$ cat config.mk
export PLATFORM = sky130hd
export DESIGN_NAME = kitchen_timer
export DESIGN_NICKNAME = d
export VERILOG_FILES = /design/src/rtl/kitchen_timer.sv
export SDC_FILE = /design/constraint.sdc
export NUM_CORES = 1
export LEC_CHECK = 0
export CAP_MARGIN = 40
export CORE_MARGIN = 4
export CORE_UTILIZATION = 34
export DETAILED_ROUTE_END_ITERATION = 16
export HOLD_SLACK_MARGIN = 0.06
export PLACE_DENSITY = 0.52
export SLEW_MARGIN = 20
export SYNTH_ARGS = -nofsm -noshare
export SYNTH_HDL_FRONTEND = slang
export SYNTH_SLANG_ARGS = --single-unit
$ cat constraint.sdc
create_clock -name clk -period 2.9 [get_ports clk]
set_input_delay 0.435 -clock clk [delete_from_list [all_inputs] [get_ports clk]]
set_output_delay 0.435 -clock clk [all_outputs]
set_load 0.01 [all_outputs]
$ cat src/rtl/kitchen_timer.sv
// kitchen_timer
// Minutes:seconds kitchen timer with a four-digit multiplexed seven-segment display.
// The operator loads minutes/seconds from a switch bank, starts the timer, and lets it
// count up (saturating at 59:59) or down (stopping in DONE at 00:00).
//
// Ports:
//   clk         system clock (only clock)
//   reset       synchronous, active-high; overrides everything
//   minbtn      rising edge loads minutes from timesetter
//   secbtn      rising edge loads seconds from timesetter
//   pause       rising edge pauses a running timer
//   start       rising edge starts/resumes counting
//   count_up    level: 1 = count up, 0 = count down
//   zippy       level: 1 = fast step period (ZIP_CYCLES)
//   timesetter  load value, values above 59 load as 59
//   zled        high while the countdown has expired (DONE)
//   seven       segments {g,f,e,d,c,b,a}, active-low, registered
//   AN          digit anodes, active-low one-hot, AN[3]=minutes tens, AN[0]=seconds ones
module kitchen_timer #(
  parameter int TICK_CYCLES    = 100_000_000,
  parameter int ZIP_CYCLES     = 1_000_000,
  parameter int REFRESH_CYCLES = 100_000
) (
  input  logic       clk,
  input  logic       reset,
  input  logic       minbtn,
  input  logic       secbtn,
  input  logic       pause,
  input  logic       start,
  input  logic       count_up,
  input  logic       zippy,
  input  logic [5:0] timesetter,
  output logic       zled,
  output logic [6:0] seven,
  output logic [3:0] AN
);

  localparam int MAX_CYCLES = (TICK_CYCLES > ZIP_CYCLES) ? TICK_CYCLES : ZIP_CYCLES;
  localparam int PW = $clog2(MAX_CYCLES) + 1;
  localparam int RW = $clog2(REFRESH_CYCLES) + 1;

  localparam logic [1:0] IDLE    = 2'd0;
  localparam logic [1:0] RUNNING = 2'd1;
  localparam logic [1:0] PAUSED  = 2'd2;
  localparam logic [1:0] DONE    = 2'd3;

  // Clamp a switch value into the 0..59 range.
  function automatic logic [5:0] sat59(input logic [5:0] v);
    if (v > 6'd59) begin
      sat59 = 6'd59;
    end else begin
      sat59 = v;
    end
  endfunction

  // Tens digit of a 0..59 value, by comparison rather than division.
  function automatic logic [3:0] tens_of(input logic [5:0] v);
    if (v >= 6'd50) begin
      tens_of = 4'd5;
    end else if (v >= 6'd40) begin
      tens_of = 4'd4;
    end else if (v >= 6'd30) begin
      tens_of = 4'd3;
    end else if (v >= 6'd20) begin
      tens_of = 4'd2;
    end else if (v >= 6'd10) begin
      tens_of = 4'd1;
    end else begin
      tens_of = 4'd0;
    end
  endfunction

  // Ones digit of a 0..59 value.
  function automatic logic [3:0] ones_of(input logic [5:0] v);
    logic [5:0] t6;
    t6 = {2'b00, tens_of(v)};
    ones_of = 4'(v - (t6 * 6'd10));
  endfunction

  // Active-low segment pattern {g,f,e,d,c,b,a}; non-BCD codes blank the digit.
  function automatic logic [6:0] seg7(input logic [3:0] d);
    case (d)
      4'd0:    seg7 = 7'b1000000;
      4'd1:    seg7 = 7'b1111001;
      4'd2:    seg7 = 7'b0100100;
      4'd3:    seg7 = 7'b0110000;
      4'd4:    seg7 = 7'b0011001;
      4'd5:    seg7 = 7'b0010010;
      4'd6:    seg7 = 7'b0000010;
      4'd7:    seg7 = 7'b1111000;
      4'd8:    seg7 = 7'b0000000;
      4'd9:    seg7 = 7'b0010000;
      default: seg7 = 7'b1111111;
    endcase
  endfunction

  logic          minbtn_q, secbtn_q, pause_q, start_q;
  logic [1:0]    state_q, state_d;
  logic [5:0]    min_q, min_d, sec_q, sec_d;
  logic [PW-1:0] presc_q, presc_d;
  logic [RW-1:0] refresh_q, refresh_d;
  logic [1:0]    digit_q, digit_d;
  logic [3:0]    an_q, an_d;
  logic [6:0]    seven_q, seven_d;
  logic          zled_q, zled_d;

  logic          min_edge_s, sec_edge_s, pause_edge_s, start_edge_s;
  logic [PW-1:0] limit_m1_s;
  logic          step_s;
  logic          hit_zero_s;
  logic [5:0]    load_val_s;
  logic [3:0]    bcd_s;

  assign min_edge_s   = minbtn & ~minbtn_q;
  assign sec_edge_s   = secbtn & ~secbtn_q;
  assign pause_edge_s = pause & ~pause_q;
  assign start_edge_s = start & ~start_q;

  // ">=" rather than "==" so that switching to zippy late in a long period steps at once.
  assign limit_m1_s = zippy ? PW'(ZIP_CYCLES - 1) : PW'(TICK_CYCLES - 1);
  assign step_s     = (state_q == RUNNING) && (presc_q >= limit_m1_s);
  assign load_val_s = sat59(timesetter);

  // Time value and FSM next-state logic.
  always_comb begin
    min_d      = min_q;
    sec_d      = sec_q;
    state_d    = state_q;
    hit_zero_s = 1'b0;
    case (state_q)
      IDLE, PAUSED: begin
        if (min_edge_s) begin
          min_d = load_val_s;
        end else begin
          min_d = min_q;
        end
        if (sec_edge_s) begin
          sec_d = load_val_s;
        end else begin
          sec_d = sec_q;
        end
        // Pause beats start when both edges arrive together.
        if (pause_edge_s) begin
          state_d = state_q;
        end else if (start_edge_s) begin
          state_d = RUNNING;
        end else begin
          state_d = state_q;
        end
      end
      RUNNING: begin
        if (step_s) begin
          if (count_up) begin
            if ((min_q == 6'd59) && (sec_q == 6'd59)) begin
              min_d = min_q;
              sec_d = sec_q;
            end else if (sec_q == 6'd59) begin
              sec_d = 6'd0;
              min_d = min_q + 6'd1;
            end else begin
              sec_d = sec_q + 6'd1;
            end
          end else begin
            if ((min_q == 6'd0) && (sec_q == 6'd0)) begin
              hit_zero_s = 1'b1;
            end else if (sec_q == 6'd0) begin
              sec_d = 6'd59;
              min_d = min_q - 6'd1;
            end else begin
              sec_d = sec_q - 6'd1;
              if ((min_q == 6'd0) && (sec_q == 6'd1)) begin
                hit_zero_s = 1'b1;
              end else begin
                hit_zero_s = 1'b0;
              end
            end
          end
        end else begin
          min_d = min_q;
          sec_d = sec_q;
        end
        if (hit_zero_s) begin
          state_d = DONE;
        end else if (pause_edge_s) begin
          state_d = PAUSED;
        end else begin
          state_d = RUNNING;
        end
      end
      DONE: begin
        if (min_edge_s) begin
          min_d = load_val_s;
        end else begin
          min_d = min_q;
        end
        if (sec_edge_s) begin
          sec_d = load_val_s;
        end else begin
          sec_d = sec_q;
        end
        if (min_edge_s || sec_edge_s) begin
          state_d = IDLE;
        end else begin
          state_d = DONE;
        end
      end
      default: begin
        state_d = IDLE;
      end
    endcase
  end

  // Prescaler: runs only while staying in RUNNING, restarts on every start edge.
  always_comb begin
    presc_d = '0;
    if (start_edge_s) begin
      presc_d = '0;
    end else if ((state_q == RUNNING) && (state_d == RUNNING)) begin
      if (step_s) begin
        presc_d = '0;
      end else begin
        presc_d = presc_q + PW'(1);
      end
    end else begin
      presc_d = '0;
    end
  end

  // Display scan counter and registered digit/anode/LED outputs.
  always_comb begin
    refresh_d = refresh_q + RW'(1);
    digit_d   = digit_q;
    if (refresh_q == RW'(REFRESH_CYCLES - 1)) begin
      refresh_d = '0;
      digit_d   = digit_q + 2'd1;
    end else begin
      refresh_d = refresh_q + RW'(1);
      digit_d   = digit_q;
    end
    case (digit_q)
      2'd0:    bcd_s = ones_of(sec_q);
      2'd1:    bcd_s = tens_of(sec_q);
      2'd2:    bcd_s = ones_of(min_q);
      2'd3:    bcd_s = tens_of(min_q);
      default: bcd_s = 4'd0;
    endcase
    an_d    = ~(4'b0001 << digit_q);
    seven_d = seg7(bcd_s);
    zled_d  = (state_d == DONE);
  end

  // State registers with synchronous reset.
  always_ff @(posedge clk) begin
    if (reset) begin
      minbtn_q  <= 1'b0;
      secbtn_q  <= 1'b0;
      pause_q   <= 1'b0;
      start_q   <= 1'b0;
      state_q   <= IDLE;
      min_q     <= 6'd0;
      sec_q     <= 6'd0;
      presc_q   <= '0;
      refresh_q <= '0;
      digit_q   <= 2'd0;
      an_q      <= 4'b1110;
      seven_q   <= 7'b1000000;
      zled_q    <= 1'b0;
    end else begin
      minbtn_q  <= minbtn;
      secbtn_q  <= secbtn;
      pause_q   <= pause;
      start_q   <= start;
      state_q   <= state_d;
      min_q     <= min_d;
      sec_q     <= sec_d;
      presc_q   <= presc_d;
      refresh_q <= refresh_d;
      digit_q   <= digit_d;
      an_q      <= an_d;
      seven_q   <= seven_d;
      zled_q    <= zled_d;
    end
  end

  assign zled  = zled_q;
  assign seven = seven_q;
  assign AN    = an_q;

endmodule

# [Word-level counts from Yosys, hierarchy flattened]
# Memory sizes are Yosys's and may differ from the RTL's. A register that Yosys moved wholly into a read port is not among the register bits.
# Cells that the tools add are included.
[op_classes] add_sub_neg=9 mul=2 magnitude_cmp=12 eq_ne=19 shifts=1 n_mux=43 bitwise=10 reduce_logical=16
[op_table] cell="$mux 6" n=15
[op_table] cell="$add 28x1->28 const B" n=1
[op_table] cell="$ge 28x27->1" n=1
[op_table] cell="$mux 27" n=1
[op_table] cell="$ge 6x5->1 const B" n=4
[op_table] cell="$ge 6x6->1 const B" n=4
[op_table] cell="$pmux 6 s2" n=2
[op_table] cell="$mux 4" n=5
[op_table] cell="$add 18x1->18 const B" n=1
[op_table] cell="$eq 18x17->1 const B" n=1
[op_table] cell="$mux 2" n=9
[op_table] cell="$pmux 4 s4" n=1
[op_table] cell="$add 6x1->6 const B" n=2
[op_table] cell="$eq 6x6->1 const B" n=2
[op_table] cell="$ge 6x4->1 const B" n=2
[op_table] cell="$logic_not 6->1" n=2
[op_table] cell="$ne 3x3->1 const B" n=4
[op_table] cell="$sub 6x1->6 const B" n=2
[op_table] cell="$eq 2x2->1 const B" n=5
[op_table] cell="$mul 4x3->3 const B" n=2
[op_table] cell="$mux 1" n=8
[op_table] cell="$sub 4x4->4" n=2
[op_table] cell="$eq 2x1->1 const B" n=3
[op_table] cell="$eq 6x1->1 const B" n=1
[op_table] cell="other kinds (18)" n=32
[word_totals] reg_bits=71 romBits=112 inputBits=14 out_inout_bits=12 mem_count=1
[mem_list] memory="(name not given)" words=16 word_bits=7 rd=1 rd_ports_with_merged_regs=1 write_ports=0 line="82" rtl="case (d)"

# [Longest topological paths before layout]
# Gate-level depths: netlist of run 1.
[logic_depth] ltp_word=14 depth_mapped=13

# [Worst setup path before layout of run 1]
# OpenSTA, ideal clock, no wires.
[synth_path] path_type="reg2reg" start="reg min_q[4]" end="reg seven_q[4] (netlist: seven[4])" setup_time_ps=138 arrival_time_ps=2661 setup_slack_ps=101 path_stages_with_launch=14 n_path_buf=1 cell_sequence="dfxtp_1 clkbuf_1 nor2b_1 a2111o_1 and3_1 ha_1 inv_1 fa_1 nand2_1 o211ai_1 mux2i_1 nor2_1 a2111oi_0 nor3_1"
[synth_via] elab_chain_len=10 word_cells_on_any_way=14
[synth_lines] element="from (decl)" line="99" rtl="logic [5:0] min_q, min_d, sec_q, sec_d;"
[synth_lines] element="from (signal assigned)" line="274" rtl="min_q <= min_d;"
[synth_lines] element="$ge 6x4->1" line="66" rtl="end else if (v >= 6'd10) begin"
[synth_lines] element="$mux 1" line="66"
[synth_lines] element="$mux 2" line="64" rtl="end else if (v >= 6'd20) begin"
[synth_lines] element="$mux 2" line="62" rtl="end else if (v >= 6'd30) begin"
[synth_lines] element="$mux 3" line="60" rtl="end else if (v >= 6'd40) begin"
[synth_lines] element="$mux 4 (*)" line="58" rtl="if (v >= 6'd50) begin"
[synth_lines] element="$mux 4" line="240" rtl="case (digit_q)"
[synth_lines] element="$mul 4x3->3" line="77" rtl="ones_of = 4'(v - (t6 * 6'd10));"
[synth_lines] element="$sub 4x4->4" line="77"
[synth_lines] element="$pmux 4 s4 (*)" line="240"
[synth_lines] element="to (decl)" line="104" rtl="logic [6:0] seven_q, seven_d;"
# Mark *: on every way between the ends. The rest lies on a longest branch, timed or not. The select of a mux whose other input is x is not followed.
# A chain may end at the register's enable or synchronous reset.

# [Worst setup path in the final report of run 1]
[layout_path] start="reg min_q[3]" end="reg seven_q[6] (netlist: seven[6])"
[layout_via] elab_chain_len=10 word_cells_on_any_way=14
[layout_lines] element="$ge 6x4->1" line="66"
[layout_lines] element="$mux 1" line="66"
[layout_lines] element="$mux 2" line="64"
[layout_lines] element="$mux 2" line="62"
[layout_lines] element="$mux 3" line="60"
[layout_lines] element="$mux 4" line="58"
[layout_lines] element="$mux 4" line="240"
[layout_lines] element="$mul 4x3->3" line="77"
[layout_lines] element="$sub 4x4->4" line="77"
[layout_lines] element="$pmux 4 s4 (*)" line="240"
# Marked as above.

==> out/qor.csv, run 1 <==
stage,metric,value,unit
timing,clock skew,8.294,ps
logic_synthesis,top cell type's share of synthesized area,32.39,%
cells_and_area,design area,5813,um2
logic_synthesis,Syn Area/Cell,8.443,um2
logic_synthesis,Post-Syn Nets,623,
route,post-route antenna net violation count,0,
die,die footprint,16150,um2
placement,IO buf count,25,
timing,crit path time final,2794,ps
status,status,completed,
logic_synthesis,ys flop type,dfxtp_1,
worst_setup_path,CP Data Required Time,3090,ps
clocking,Max Buffers Root-to-Sink,2,
worst_setup_path,crit-path cells,and3_1 -> a2111o_1 -> and3_1 -> ha_1 -> inv_1 -> fa_1 -> nand2_1 -> o211ai_1 -> mux2_2 -> o22ai_1 -> o311ai_0,
hold_path,Hold WC Path Type,reg2reg,
route,Initial DRC Count,337,
power_and_ir_drop,Lkg Pwr,2.205,nW
die,Core Region,13880,um2
clocking,clock buffers created by TritonCTS,9,
timing,Final Hold Violating Endpoints,0,
grt,antenna violations before repair,0,
clocking,clk slew on worst S/H paths,60,ps
power_and_ir_drop,Power Density,560.8,nW/um2
worst_setup_path,Startpoint Class,flip-flop,
logic_synthesis,Post-Syn Instances,571,
die,Die Height,127.1,um
logic_synthesis,Yosys reg bits,78,
timing,Slew Limit Fails,0,
route,vias per cell,5.214,
logic_synthesis,Yosys cell types,73,
worst_setup_path,crit end category,flip-flop,
timing,Hold WS,450.8,ps
die,row count,43,
timing,crit share post-route,96.36,%
power_and_ir_drop,worst IR drop on VDD,0.0002587,V
placement,GPL Wtd Cong,0.8907,
grt,first-pass GRT wire length,19310,um
route,Pre-antenna DRT Iters,4,
timing,Rel. slew slack,64.47,%
route,post-DR wirelength/cell,13.88,um
worst_setup_path,"delay-heaviest family, CP",compound AO/OA/AOI/OAI gates,
clocking,CTS sink cnt,78,
worst_setup_path,Worst path max stage delay,410,ps
grt,total gr overflow,0,
worst_setup_path,CP Max Fanout,9,
cells_and_area,area delta synth->final,20.58,%
logic_synthesis,sequential element share of the synthesized area,32.39,%
die,Die Wd,127.1,um
logic_synthesis,Synth Cell Area,4821,um2
flow_run,max-capacitance violation count,0,
cells_and_area,final std cells w/o fill,804,
logic_synthesis,"area leader, netlist",dfxtp_1,
worst_setup_path,CP Class,reg2reg,
logic_synthesis,"count leader, synth",dfxtp_1,
cells_and_area,Antenna Cells,0,
logic_synthesis,commonest cells in the netlist,"78 x dfxtp_1, 66 x nor2_1, 49 x nand2_1",
cells_and_area,Layout Nets,671,
route,Routed WL,11160,um
timing,f_max,0.3578,GHz
logic_synthesis,Ys Warns,0,
logic_synthesis,Async SR Flop Fraction,0,%
placement,HPWL Detailed,8402,um
worst_setup_path,Worst path most repeated cell,and3_1,
logic_synthesis,"top cells by area, synth","dfxtp_1 32%, ha_1 9.1%, nor2_1 5.1%",
grt,largest net degree at the start of global routing,28,
clocking,Hold Buf Count CTS,0,
placement,dpl cells,787,
clocking,htree depth,3,
route,DRC Markers,0,
logic_synthesis,"EDFF count, synth",0,
placement,DP Area,5459,um2
timing,# setup viols final,0,
clocking,root buf cell,clkbuf_16,
clocking,"Clk Latency, worst-skew pair",340,ps
route,DR vias,4192,
worst_setup_path,Crit path buffers/inverters,1,
timing,worst-margin pin slew,531.7,ps
worst_setup_path,crit path DAT,2980,ps
grt,GRT Util Overall,14.54,%
grt,number of global-route vias before repair,4109,
clocking,CTS tree,done,
die,Initial Util,34.73,%
die,I/O pin count,26,
cells_and_area,layout cell share with drive strength beyond 1,13.14,%
worst_setup_path,"slowest stage cell, crit path",fa_1,
[state kept, by name, indices dropped and copies added, names as in the netlist, 2 cells and up]
name / flops
digit_q: 2
min_q: 6
seven: 7
AN: 4
presc_q: 28
refresh_q: 18
sec_q: 6
state_q: 2
[stage by stage]
| stage | power (mW) | setup TNS, ps | util [%] | worst slack (ps) |
|---|---|---|---|---|
| 6_report | 3.260 | 0 | 41.88 | 105.5 |
| 5_1_grt | 3.450 | -3.855 | 41.88 | -3.855 |
| 4_1_cts | 3.260 | 0 | 41.60 | 63.30 |
| 3_5_place_dp | 2.035 | -2707 | 39.33 | -141.9 |
| 3_3_place_gp | 2.018 | -413.7 | 39.33 | -65.15 |
| 2_1_floorplan | 1.744 | 0 | - | 100.9 |
[layer usage]
| layer | global-route usage, % | vias to the layer above | routed length, um |
|---|---|---|---|
| met5 | 0 | - | 0 |
| met4 | 5.047 | 0 | 168 |
| met3 | 3.846 | 17 | 447 |
| met2 | 22.95 | 64 | 5032 |
| met1 | 19.28 | 1967 | 5509 |
| li1 | - | 2144 | - |
[cells by family after synthesis]
| kind of cell | count (synthesis) | share of synthesized area (%) |
|---|---|---|
| mux | 8 | 1.713 |
| buf+inv | 43 | 3.659 |
| xor+xnor | 48 | 8.721 |
| fa+ha+maj | 38 | 10.33 |
| flops | 78 | 32.39 |
| simple gates | 252 | 27.07 |
| compound gates | 104 | 16.12 |
[worst reg2reg max path, delay by kind of cell, from the launching register on]
kind                       cells  cell delay, ps
buffers and inverters          1              60
DFF                            1             360
AOI/OAI and AO/OA              4             880
and+or+nand+nor                3             440
adders and majority gates      2             590
muxes                          1             320
[layout make-up]
cell class | count | area (um2)
fillers | 1426 | 8068
multi-input cells | 450 | 3110
clock buffers | 10 | 229.0
well taps | 180 | 225.2
flip-flops and latches | 78 | 1565
clock inverters | 6 | 86.33
repair buffers | 59 | 518.0
inverters | 21 | 78.83
[layout by cell type (no fill, tap or decap), drive strengths merged, types with 12 or more instances in the layout]
master | Yosys | final
nand3 | 16 | 16
clkdlybuf4s50 | 0 | 25
xor2 | 28 | 28
inv | 21 | 21
a21oi | 27 | 27
nor2 | 67 | 67
nor2b | 12 | 12
nand4 | 19 | 19
nand2 | 49 | 49
and3 | 13 | 13
dfxtp | 78 | 78
nor3 | 31 | 31
buf | 8 | 34
xnor2 | 20 | 20
ha | 35 | 35
[report_power, final]
group          switching (mW)  internal (mW)  total [mW]
clock network           0.452          0.752        1.20
registers              0.0477           1.15        1.19
logic                   0.459          0.403       0.862
total                   0.959           2.30        3.26
[worst paths after layout]
check                                        startpoint                       to  slack [ps]  cells after the start
worst min-delay path            refresh_q[0]$_SDFF_PP0_  refresh_q[0]$_SDFF_PP0_         450                      1
worst max-delay path              min_q[3]$_SDFFE_PP0P_      seven[6]$_SDFF_PP1_         110                     11
worst max register to register    min_q[3]$_SDFFE_PP0P_      seven[6]$_SDFF_PP1_         110                     11
worst min register to register  refresh_q[0]$_SDFF_PP0_  refresh_q[0]$_SDFF_PP0_         450                      1
[repair_timing]
item | CTS | global route
hold endpoints to repair | 0 | 0
setup buffers | 0 | 1
setup endpoints to repair | 0 | 7
gates resized for setup | 0 | 10
(Power assumes the default switching activity.)
==> inputs of run 2 (changes only) <==
REMOVE_ABC_BUFFERS = 1   (was unset)
==> run 2 against run 1 <==
Effect of this change: global-route usage is 0.33 points lower; largest cell class unchanged; non-clock buffer count fell by 3; largest power group is now registers; total power is 0.72% lower; final cell count decreased by 0.37%; first-iteration DRC count is 7.1% higher; sequential share of layout area is essentially flat; register-to-register slack hardly changed; sequential power is essentially flat; flip-flop and latch count unchanged.
==> out/qor.csv, run 2 (synthesis results as in run 1) <==
stage,metric,value,unit
status,status,completed,
power_and_ir_drop,clock power share,36.7,%
timing,fin worst setup slack,102.5,ps
clocking,clk slew on worst S/H paths,60,ps
clocking,CTS sink cnt,78,
clocking,htree depth,3,
clocking,clock buffers created by TritonCTS,9,
cells_and_area,"Most flops, register",presc_q,
timing,Hold WS,446.9,ps
timing,crit share post-route,96.46,%
route,Pre-antenna DRT Iters,4,
power_and_ir_drop,worst IR drop on VDD,0.0003522,V
cells_and_area,max FFs per register,28,
power_and_ir_drop,P_sw,0.9419,mW
grt,first-pass GRT wire length,18910,um
power_and_ir_drop,Lkg Pwr,2.194,nW
power_and_ir_drop,total power,3.237,mW
placement,dpl cells,785,
power_and_ir_drop,Pint,2.295,mW
cells_and_area,area delta synth->final,20.24,%
timing,# setup viols final,0,
clocking,CTS tree,done,
route,DR vias,4134,
timing,Slew Limit Fails,0,
worst_setup_path,crit end category,flip-flop,
die,die footprint,16150,um2
placement,IO buf count,25,
die,Die Wd,127.1,um
timing,worst-margin pin slew,530.2,ps
clocking,root buf cell,clkbuf_16,
power_and_ir_drop,combinational group share of total power,26.5,%
grt,GRT Util Overall,14.22,%
timing,f_max,0.3575,GHz
cells_and_area,"most common cell after layout, fill and taps aside",dfxtp_1,
cells_and_area,Antenna Cells,0,
die,Initial Util,34.73,%
power_and_ir_drop,Seq pwr share,36.8,%
placement,DP Worst Slack,-112.4,ps
hold_path,Hold WC Path Type,reg2reg,
cells_and_area,final std cells w/o fill,801,
timing,crit path time final,2797,ps
timing,Rel. slew slack,64.57,%
power_and_ir_drop,Sw Share,29.10,%
placement,GPL Wtd Cong,0.8768,
grt,number of global-route vias before repair,3923,
cells_and_area,Layout Nets,668,
die,row count,43,
route,vias per cell,5.161,
clocking,"Clk Latency, worst-skew pair",340,ps
die,I/O pin count,26,
timing,total negative setup slack,0,ps
route,DRC Markers,0,
grt,antenna violations before repair,0,
die,Core Region,13880,um2
clocking,Max Buffers Root-to-Sink,2,
cells_and_area,layout cell share with drive strength beyond 1,12.40,%
die,Die Height,127.1,um
timing,Final Hold Violating Endpoints,0,
grt,total gr overflow,0,
clocking,Post-CTS Setup Repair Bufs,0,
power_and_ir_drop,Power Density,558.3,nW/um2
route,Initial DRC Count,361,
flow_run,max-capacitance violation count,0,
route,Routed WL,11020,um
worst_setup_path,Startpoint Class,flip-flop,
route,post-DR wirelength/cell,13.76,um
placement,HPWL Detailed,8328,um
grt,largest net degree at the start of global routing,19,
worst_setup_path,CP Data Required Time,3110,ps
cells_and_area,most frequent cells in the layout,"77 x dfxtp_1, 66 x nor2_1, 49 x nand2_1",
timing,clock skew,7.678,ps
worst_setup_path,Worst R2R Setup Slack,100,ps
worst_setup_path,CP Class,reg2reg,
route,post-route antenna net violation count,0,
worst_setup_path,crit path DAT,3010,ps
worst_setup_path,CP Max Fanout,8,
-- run 2: cell types whose count changed in the layout (fill, tap and decap cells not counted), moves of 2 or more --
cell       delta
dfxtp_2       -2
a2111oi_2     -2
buf_4         -4
dfxtp_1       +2
a2111oi_1     +2
-- run 2: stage by stage --
step	utilization (%)	cell area, um2
floorplan	-	4723
global placement	39.31	5456
detailed placement	39.31	5456
CTS	41.58	5772
global route	41.76	5797
finish	41.76	5797
-- run 2: power groups by stage --
stage	Clock (mW)	Sequential (mW)	Combinational [mW]
final	1.19	1.19	0.858
after global routing	1.27	1.20	0.948
after CTS	1.23	1.19	0.832
after detailed placement	0	1.22	0.826
after global placement	0	1.21	0.819
after floorplan	0	1.25	0.469
-- run 2: worst max-delay path: stages (launching register included) --
cell       delay, ps
dfxtp_1          380
and3_1           210
a2111oi_1        520
nor3_1           100
ha_1             290
nand2_1           60
o31a_1           300
inv_1            140
ha_1             220
o41ai_1          360
a211oi_1          80
-- run 2: area by class of cell --
| class | instances | area (um2) |
|---|---|---|
| fill | 1428 | 8084 |
| multi-input combinational | 450 | 3107 |
| inverter | 21 | 78.83 |
| timing repair buffer | 56 | 508.0 |
| clock buffer | 10 | 229.0 |
| tap | 180 | 225.2 |
| clock inverter | 6 | 86.33 |
| sequential | 78 | 1563 |
-- run 2: worst paths after layout --
check / start / to / depth (start not counted)
worst max-delay path: sec_q[3]$_SDFFE_PP0P_ / seven[0]$_SDFF_PP0_ / 10
worst min-delay path: refresh_q[0]$_SDFF_PP0_ / refresh_q[0]$_SDFF_PP0_ / 1
worst max register to register: sec_q[3]$_SDFFE_PP0P_ / seven[0]$_SDFF_PP0_ / 10
worst min register to register: refresh_q[0]$_SDFF_PP0_ / refresh_q[0]$_SDFF_PP0_ / 1
-- run 2: layer usage --
metal  wire (um)  vias to the layer above  global-route usage (%)
met5           0                        -                       0
li1            -                     2147                       -
met3         484                       13                   3.554
met2        4936                       76                   21.67
met1        5461                     1898                   19.62
met4         140                        0                   4.921
-- run 2: repair_timing --
action | CTS | global route
endpoints found under the hold margin | 0 | 0
hold buffers | 0 | 0
gates resized for setup | 0 | 8
endpoints found under the setup margin | 0 | 5
